[config.mk]
export PLATFORM = sky130hd
export DESIGN_NAME = instruction_loader_flat
export DESIGN_NICKNAME = d
export VERILOG_FILES = /design/src/rtl/instruction_loader_pkg.sv /design/src/rtl/instruction_loader_if.sv /design/src/rtl/instruction_loader_word_assembler.sv /design/src/rtl/instruction_loader.sv /design/src/flat_wrapper.sv
export SDC_FILE = /design/constraint.sdc
export NUM_CORES = 1
export LEC_CHECK = 0
export ABC_CLOCK_PERIOD_IN_PS = 2400
export CAP_MARGIN = 20
export CORE_MARGIN = 1
export CORE_UTILIZATION = 35
export DETAILED_ROUTE_END_ITERATION = 8
export HOLD_SLACK_MARGIN = 0.03
export MAX_ROUTING_LAYER = met4
export PLACE_DENSITY = 0.69
export SYNTH_ARGS = -nofsm -noshare
export SYNTH_HDL_FRONTEND = slang
export SYNTH_SLANG_ARGS = --single-unit
[constraint.sdc]
create_clock -name clk -period 2.4 [get_ports clk]
set_input_delay 0.36 -clock clk [delete_from_list [all_inputs] [get_ports clk]]
set_output_delay 0.36 -clock clk [all_outputs]
set_load 0.01 [all_outputs]
[src/rtl/instruction_loader_pkg.sv]
// Shared types and constants for the boot-time instruction loader.
package instruction_loader_pkg;

    // Width of the little-endian word-count header.
    localparam int unsigned LEN_W          = 16;
    // Bytes that make up one instruction word.
    localparam int unsigned BYTES_PER_WORD = 4;

    typedef enum logic [2:0] {
        S_IDLE   = 3'd0,
        S_LEN_LO = 3'd1,
        S_LEN_HI = 3'd2,
        S_DATA   = 3'd3,
        S_WRITE  = 3'd4,
        S_DONE   = 3'd5,
        S_ERR    = 3'd6
    } state_e;

endpackage

[src/rtl/instruction_loader_if.sv]
// Byte-stream handshake plus instruction-memory write port.
interface instruction_loader_if #(
    parameter int ADDR_W = 6
) ();

    logic              byte_valid;
    logic [7:0]        byte_data;
    logic              byte_ready;
    logic              mem_we;
    logic [ADDR_W-1:0] mem_waddr;
    logic [31:0]       mem_wdata;

    // Loader side: consumes the stream, drives the memory write port.
    modport master (
        input  byte_valid,
        input  byte_data,
        output byte_ready,
        output mem_we,
        output mem_waddr,
        output mem_wdata
    );

    // Environment side: byte source and memory sink.
    modport slave (
        output byte_valid,
        output byte_data,
        input  byte_ready,
        input  mem_we,
        input  mem_waddr,
        input  mem_wdata
    );

endinterface

[src/rtl/instruction_loader_word_assembler.sv]
// Shift register that builds a little-endian word one byte at a time.
module word_assembler
    import instruction_loader_pkg::*;
(
    input  logic                          clk,
    input  logic                          rst,
    input  logic                          clr_i,
    input  logic                          load_i,
    input  logic [7:0]                    byte_i,
    output logic [8*BYTES_PER_WORD-1:0]   word_o
);

    localparam int unsigned W = 8 * BYTES_PER_WORD;

    logic [W-1:0] word_q;

    // New bytes enter at the top and shift down, so the first byte ends in [7:0].
    always_ff @(posedge clk) begin
        if (rst || clr_i) begin
            word_q <= '0;
        end else if (load_i) begin
            word_q <= {byte_i, word_q[W-1:8]};
        end
    end

    assign word_o = word_q;

endmodule

[src/rtl/instruction_loader.sv]
// Boot loader: parses a length-prefixed byte stream into instruction words,
// writes them to instruction memory and holds the core in reset until done.
module instruction_loader
    import instruction_loader_pkg::*;
#(
    parameter int DEPTH  = 64,
    parameter int ADDR_W = 6
) (
    input  logic                 clk,
    input  logic                 rst,
    input  logic                 start,
    instruction_loader_if.master bus,
    output logic                 core_rst,
    output logic                 done,
    output logic                 error
);

    state_e            state_q, state_d;
    logic [LEN_W-1:0]  len_q, len_d;
    logic [1:0]        byte_cnt_q, byte_cnt_d;
    logic [ADDR_W-1:0] word_cnt_q, word_cnt_d;

    logic              ready;
    logic              xfer;
    logic              asm_load;
    logic              asm_clr;
    logic [LEN_W-1:0]  len_full;
    logic              last_word;
    logic [31:0]       asm_word;

    word_assembler u_asm (
        .clk    (clk),
        .rst    (rst),
        .clr_i  (asm_clr),
        .load_i (asm_load),
        .byte_i (bus.byte_data),
        .word_o (asm_word)
    );

    // State, header length and counters.
    always_ff @(posedge clk) begin
        if (rst) begin
            state_q    <= S_IDLE;
            len_q      <= '0;
            byte_cnt_q <= '0;
            word_cnt_q <= '0;
        end else begin
            state_q    <= state_d;
            len_q      <= len_d;
            byte_cnt_q <= byte_cnt_d;
            word_cnt_q <= word_cnt_d;
        end
    end

    // Next-state logic and state-decoded outputs.
    always_comb begin
        state_d    = state_q;
        len_d      = len_q;
        byte_cnt_d = byte_cnt_q;
        word_cnt_d = word_cnt_q;
        asm_load   = 1'b0;
        asm_clr    = 1'b0;

        ready = (state_q == S_LEN_LO) || (state_q == S_LEN_HI) || (state_q == S_DATA);
        xfer  = ready && bus.byte_valid;

        len_full  = {bus.byte_data, len_q[7:0]};
        last_word = (LEN_W'(word_cnt_q) == (len_q - LEN_W'(1)));

        case (state_q)
            S_IDLE, S_DONE, S_ERR: begin
                if (start) begin
                    state_d    = S_LEN_LO;
                    byte_cnt_d = '0;
                    word_cnt_d = '0;
                    asm_clr    = 1'b1;
                end
            end
            S_LEN_LO: begin
                if (xfer) begin
                    len_d[7:0] = bus.byte_data;
                    state_d    = S_LEN_HI;
                end
            end
            S_LEN_HI: begin
                if (xfer) begin
                    len_d[15:8] = bus.byte_data;
                    if ((len_full == '0) || (len_full > LEN_W'(DEPTH))) begin
                        state_d = S_ERR;
                    end else begin
                        state_d = S_DATA;
                    end
                end
            end
            S_DATA: begin
                if (xfer) begin
                    asm_load   = 1'b1;
                    byte_cnt_d = byte_cnt_q + 2'd1;
                    if (byte_cnt_q == 2'(BYTES_PER_WORD - 1)) begin
                        state_d = S_WRITE;
                    end
                end
            end
            S_WRITE: begin
                // The counter holds on the final word so the address never wraps past DEPTH-1.
                if (last_word) begin
                    state_d = S_DONE;
                end else begin
                    word_cnt_d = word_cnt_q + ADDR_W'(1);
                    state_d    = S_DATA;
                end
            end
            default: state_d = S_IDLE;
        endcase

        bus.byte_ready = ready;
        bus.mem_we     = (state_q == S_WRITE);
        core_rst       = (state_q != S_DONE);
        done           = (state_q == S_DONE);
        error          = (state_q == S_ERR);
    end

    assign bus.mem_waddr = word_cnt_q;
    assign bus.mem_wdata = asm_word;

endmodule

[src/flat_wrapper.sv]
// flat-port wrapper written by rule: the top's interface ports become plain ports
module instruction_loader_flat import instruction_loader_pkg::*;
#(
    parameter int DEPTH  = 64,
    parameter int ADDR_W = 6
)
  (clk, rst, start, core_rst, done, error, bus_byte_valid, bus_byte_data, bus_byte_ready, bus_mem_we, bus_mem_waddr, bus_mem_wdata);
  instruction_loader_if #(.ADDR_W(ADDR_W)) bus_i ();
  input  logic clk;
  input  logic rst;
  input  logic start;
  output logic core_rst;
  output logic done;
  output logic error;
  input wire logic [$bits(bus_i.byte_valid)-1:0] bus_byte_valid;
  input wire logic [$bits(bus_i.byte_data)-1:0] bus_byte_data;
  output wire logic [$bits(bus_i.byte_ready)-1:0] bus_byte_ready;
  output wire logic [$bits(bus_i.mem_we)-1:0] bus_mem_we;
  output wire logic [$bits(bus_i.mem_waddr)-1:0] bus_mem_waddr;
  output wire logic [$bits(bus_i.mem_wdata)-1:0] bus_mem_wdata;
  assign bus_i.byte_valid = bus_byte_valid;
  assign bus_i.byte_data = bus_byte_data;
  assign bus_byte_ready = bus_i.byte_ready;
  assign bus_mem_we = bus_i.mem_we;
  assign bus_mem_waddr = bus_i.mem_waddr;
  assign bus_mem_wdata = bus_i.mem_wdata;
  instruction_loader #(.DEPTH(DEPTH), .ADDR_W(ADDR_W)) u_core (.clk(clk), .rst(rst), .start(start), .bus(bus_i), .core_rst(core_rst), .done(done), .error(error));
endmodule
## Word level (Yosys, flattened, before mapping)

Cells that the tools add are included.

- Input bits: 12
- Register bits: 59
- Logic and storage cells: 58

- Add/sub/neg operators: 3
- Mux-type cells: 18
- Reductions and logical operators: 15
- Magnitude comparators: 1
- Eq/ne operators: 15

Operator list:

| kind | number |
|---|---|
| $mux W3 | 7 |
| $eq A6 B16 Y1 | 1 |
| $gt A16 B7 Y1 const B | 1 |
| $logic_not A16 Y1 | 1 |
| $sub A16 B1 Y16 const B | 1 |
| $pmux W3 S5 | 1 |
| $mux W6 | 2 |
| $pmux W6 S2 | 1 |
| $eq A3 B3 Y1 const B | 3 |
| $add A6 B1 Y6 const B | 1 |
| $eq A3 B2 Y1 const B | 2 |
| $ne A2 B1 Y1 const B | 3 |
| $ne A2 B2 Y1 const B | 3 |
| $reduce_and A3 Y1 | 2 |
| $reduce_and A5 Y1 | 1 |
| $logic_or A1 B1 Y1 | 4 |
| $mux W1 | 4 |
| $mux W2 | 2 |
| $pmux W2 S2 | 1 |
| $reduce_and A2 Y1 | 2 |
| $reduce_bool A2 Y1 | 2 |
| $eq A3 B1 Y1 const B | 1 |
| $logic_not A3 Y1 | 1 |
| $ne A3 B3 Y1 const B | 1 |
| other kinds (4) | 4 |

## Depth between registers and ports, before layout

- Word-level depth: 6
- Gate-level depth with buffers: 9
- Mapped depth without buffers: 9

## Modules after synthesis

Synthesis repeated with hierarchy kept, for this count alone.

- Cells, all modules: 302
- Area total of the unflattened synthesis: 2,803.9 µm²

By module, submodules not included:

| module | instances | cells an instance | sequential area each (µm²) | area each (µm²) |
|---|---|---|---|---|
| instruction_loader | 1 | 197 | 540.5 | 1,647.8 |
| word_assembler | 1 | 105 | 640.6 | 1,156.1 |

## Least setup slack after synthesis

Ideal clock, no wire load.

- Path kind: register to register
- Start point: register u_core.len_q[0]
- End point: register u_core.word_cnt_q[5], in the netlist u_core.bus.mem_waddr[5]
- Library setup time: 0.070 ns
- Cell stages (with the launch flop): 10
- Clock period less this slack: 2.279 ns
- Required time: 2.330 ns
- Data arrival time: 2.209 ns
- Buffers on the path: 0
- Path slack: 0.121 ns
- Path through: dfxtp_1 -> inv_1 -> ha_1 -> or3b_2 -> a211oi_1 -> nor3_1 -> o21ai_4 -> o211ai_2 -> or3_2 -> a21oi_1

- Word-level cells in the longest chain between the ends: 4

Ends and longest elaborated chain:

| item | line | source |
|---|---|---|
| start: declaration | instruction_loader.sv:19 | `logic [LEN_W-1:0] len_q, len_d;` |
| start signal: assignment | instruction_loader.sv:49 | `len_q <= len_d;` |
| $sub A16 B1 Y16 | instruction_loader.sv:68 | `last_word = (LEN_W'(word_cnt_q) == (len_q - LEN_W'(1)));` |
| $eq A6 B16 Y1 | instruction_loader.sv:68 |  |
| $ne A2 B2 Y1 (no source line) | n/a |  |
| $reduce_and A3 Y1 (no source line) | n/a |  |
| end signal: assignment | instruction_loader.sv:51 | `word_cnt_q <= word_cnt_d;` |
| end: declaration | instruction_loader.sv:21 | `logic [ADDR_W-1:0] word_cnt_q, word_cnt_d;` |

Every way passes these cells.
A chain may end at the register's enable or synchronous reset.

## Final worst setup path

- Start point: register u_core.len_q[0]
- End point: register u_core.word_cnt_q[2], in the netlist u_core.bus.mem_waddr[2]

Same word-level chain as after synthesis.

==> flow_summary.yaml <==
synth:
  share_of_synthesized_area_occupied_by_flip_flops_and_latches: 0.448
  asyncSetResetFlopFracSynth: 0
  yosysUniqueCellTypes: 46
  syn_area_um2: 2640
  yosys_most_used_dff: "sky130_fd_sc_hd__dfxtp_1"
  synth-edff-count: 0
  ys_ff_latch: 59
  yosys_warnings: 0
  avg_synthesized_cell_area_um2: 7.94
  netlist_instances: 332
  mappedNetlistNets: 347
clocking:
  cts_max_level: 3
  cts.path.max_buffers: 2
  insertion_delay_ps: 320
  clock_transition_at_path_regs_ps: 60
  numCtsBuffers: 9
  clock-root-buffer: "sky130_fd_sc_hd__clkbuf_8"
  cts.repair_timing.setup_buffer_count: 0
  numClockSinks: 59
  tritoncts_clock_tree: "done"
  cts.hold.buffers_added: 0
power:
  p_seq_frac: 0.430
  p_leak_nw: 1.16
  net_switching_power_of_the_design_w: 0.000818
  pwr_density_cell_nw_per_um2: 742
  power.share.combinational: 0.243
  power_frac_clock: 0.326
  peakVddDrop_mv: 0.297
  power_report.internal_total_w: 0.00179
  switching_share: 0.314
drt:
  route.antenna.remaining_nets: 0
  wl_per_cell_um: 12.9
  routed_wl_mm: 6.35
  route.detailed.drc: 0
  drt_pass1_iterations: 5
  detail_route.vias_per_cell: 4.93
  detailroute.via_count: 2432
  drt-initial-drc-count: 121
place:
  gp_routability_congestion: 0.837
  place.detailed.hpwl_mm: 4.45
  dpl.cell_count: 477
  postPlaceCellArea_um2: 3310
  place.port_buffers: 54
die:
  core_outline_area_um2: 7250
  die-area_um2: 7880
  die_height_um: 88.8
  fp.dieW_um: 88.8
  starting_density: 0.363
  floorplan.rows: 31
  io-pin-count: 55
run_status:
  outcome: "complete, no violations"
sta:
  slew_violations: 0
  rsz0062_at_grt: "true"
  max_freq_mhz: 430
  setup_viol: 0
  worst-slew-pin-transition_ps: 590
  final_hold_viol_count: 0
  final_min_period_over_clock_period: 0.970
  final.min_clock_period_ps: 2330
  setup-tns-final_ps: 0
  clock-skew-final_ps: 4.89
  timing.slew.headroom: 0.606
critical_path:
  timing.critical_path.fanout_max: 7
  endpoint_kind: "register"
  cp_data_required_time_ps: 2600
  element_type_at_the_critical_path_start: "register"
  regToRegSetupSlack_ps: 70
  worst_ep_arrival_time_ps: 2530
  timing_worst_setup_path_type: "register to register"
cells_and_area:
  most_frequent_standard_cell_in_the_layout_excluding_fill_and_tap_cells: "sky130_fd_sc_hd__nand2_1"
  final_layout_size_suffix_gt1_frac: 0.102
  final_net_count: 404
  fillCellCount: 711
  insertedDiodeCount: 0
  layout.cell_area.non_filler_um2: 3510
  layout.cells.most_common_list: "sky130_fd_sc_hd__nand2_1, sky130_fd_sc_hd__dfxtp_1, sky130_fd_sc_hd__clkdlybuf4s50_1"
  non_filler_instances: 493
  synthToLayoutAreaGrowth_pct: 33.1
job:
  maxCapViolations: 0
global_routing:
  largest_net_degree_at_the_start_of_global_routing: 37
  globalRouteOverflowTotal: 0
  vias_in_the_first_global_route: 2197
  global_route_wire_length_before_repair_mm: 10.2
  global_route.usage.total: 0.174
  antenna_found_initial: 0
min_path:
  min-delay-path-class: "register to register"
## path summary, 6_finish.rpt
path / from / to / cells after the start
worst max-delay path: u_core.len_q[0]$_SDFFE_PP0P_ / u_core.bus.mem_waddr[2]$_SDFFE_PP0P_ / 6
worst min-delay path: u_core.u_asm.word_o[3]$_SDFFE_PP0P_ / u_core.u_asm.word_o[3]$_SDFFE_PP0P_ / 2
worst max register to register: u_core.len_q[0]$_SDFFE_PP0P_ / u_core.bus.mem_waddr[2]$_SDFFE_PP0P_ / 6
worst min register to register: u_core.u_asm.word_o[3]$_SDFFE_PP0P_ / u_core.u_asm.word_o[3]$_SDFFE_PP0P_ / 2
## power groups by stage
stage	Clock, W	Sequential (W)	Combinational [W]
after floorplan	0	0.00109	0.000484
after global placement	0	0.00113	0.000613
after detailed placement	0	0.00114	0.000626
after CTS	0.000874	0.00112	0.000629
after global routing	0.000918	0.00113	0.000698
final	0.000850	0.00112	0.000634
## critical path, cell delays in order, from the launching register on
cell	delay, ps
sky130_fd_sc_hd__dfxtp_1	350
sky130_fd_sc_hd__or4_4	560
sky130_fd_sc_hd__or4_1	480
sky130_fd_sc_hd__a311o_1	350
sky130_fd_sc_hd__o21ai_2	260
sky130_fd_sc_hd__or3_1	150
sky130_fd_sc_hd__a21oi_1	60
## synth_stat cells, types with 3 or more instances
cell / instances / share of area
sky130_fd_sc_hd__a211oi_1: 3 / 0.0085
sky130_fd_sc_hd__a21oi_1: 47 / 0.089
sky130_fd_sc_hd__clkbuf_1: 16 / 0.023
sky130_fd_sc_hd__dfxtp_1: 59 / 0.45
sky130_fd_sc_hd__ha_1: 3 / 0.014
sky130_fd_sc_hd__inv_1: 7 / 0.010
sky130_fd_sc_hd__mux2i_1: 9 / 0.034
sky130_fd_sc_hd__nand2_1: 89 / 0.13
sky130_fd_sc_hd__nand2b_1: 6 / 0.014
sky130_fd_sc_hd__nand3_1: 6 / 0.011
sky130_fd_sc_hd__nor2_1: 19 / 0.027
sky130_fd_sc_hd__nor3_1: 3 / 0.0057
sky130_fd_sc_hd__nor3b_1: 4 / 0.011
sky130_fd_sc_hd__o21ai_0: 11 / 0.021
sky130_fd_sc_hd__xnor2_1: 4 / 0.013
sky130_fd_sc_hd__xor2_1: 6 / 0.020
## what timing repair did
item | in CTS | in global routing
endpoints found under the hold margin | 0 | 0
setup endpoints to repair | 0 | 3
gates resized for setup | 0 | 2
## cell families (layout without fill, tap and decap cells)
family,count (synthesis),in the layout,synth area share
xor+xnor,10,10,0.0332
buf+inv,25,87,0.0356
fa+ha+maj,3,3,0.0142
flops,59,59,0.448
compound gates,77,77,0.174
mux,10,10,0.0384
simple gates,148,148,0.257
## state kept, by name, indices dropped and copies added, names as in the netlist
register              count
u_core.bus.mem_waddr      6
u_core.u_asm.word_o      32
u_core.byte_cnt_q         2
u_core.len_q             16
u_core.state_q            3
## cell type report
| type | count | area (um^2) | share of cell area |
|---|---|---|---|
| clock buffer | 11 | 131 | 0.0374 |
| clock inverter | 5 | 53.8 | 0.0153 |
| inverter | 7 | 26.3 | 0.00749 |
| multi-input combinational | 248 | 1380 | 0.393 |
| sequential | 59 | 1180 | 0.337 |
| tap | 99 | 124 | 0.0353 |
| timing repair buffer | 64 | 616 | 0.175 |
## per-stage QoR
| step | hold slack [ps] | setup WS (ps) | util | total power (W) |
|---|---|---|---|---|
| floorplan | 458 | 121 | - | 0.00157 |
| global placement | 443 | 135 | 0.456 | 0.00175 |
| detailed placement | 447 | 65.4 | 0.456 | 0.00176 |
| CTS | 455 | 49.6 | 0.482 | 0.00262 |
| global route | 486 | -21.6 | 0.484 | 0.00275 |
| finish | 453 | 72.2 | 0.484 | 0.00260 |
## per-layer routing
metal  track usage  routed length, um  vias to the layer above
met5             -                  0                        -
met2         0.255               2980                       47
met1         0.230               3050                     1131
met3        0.0308                240                        8
met4        0.0865                 80                        0
li1              -                  -                     1246
Note: power is estimated with default switching activity, not from simulation.
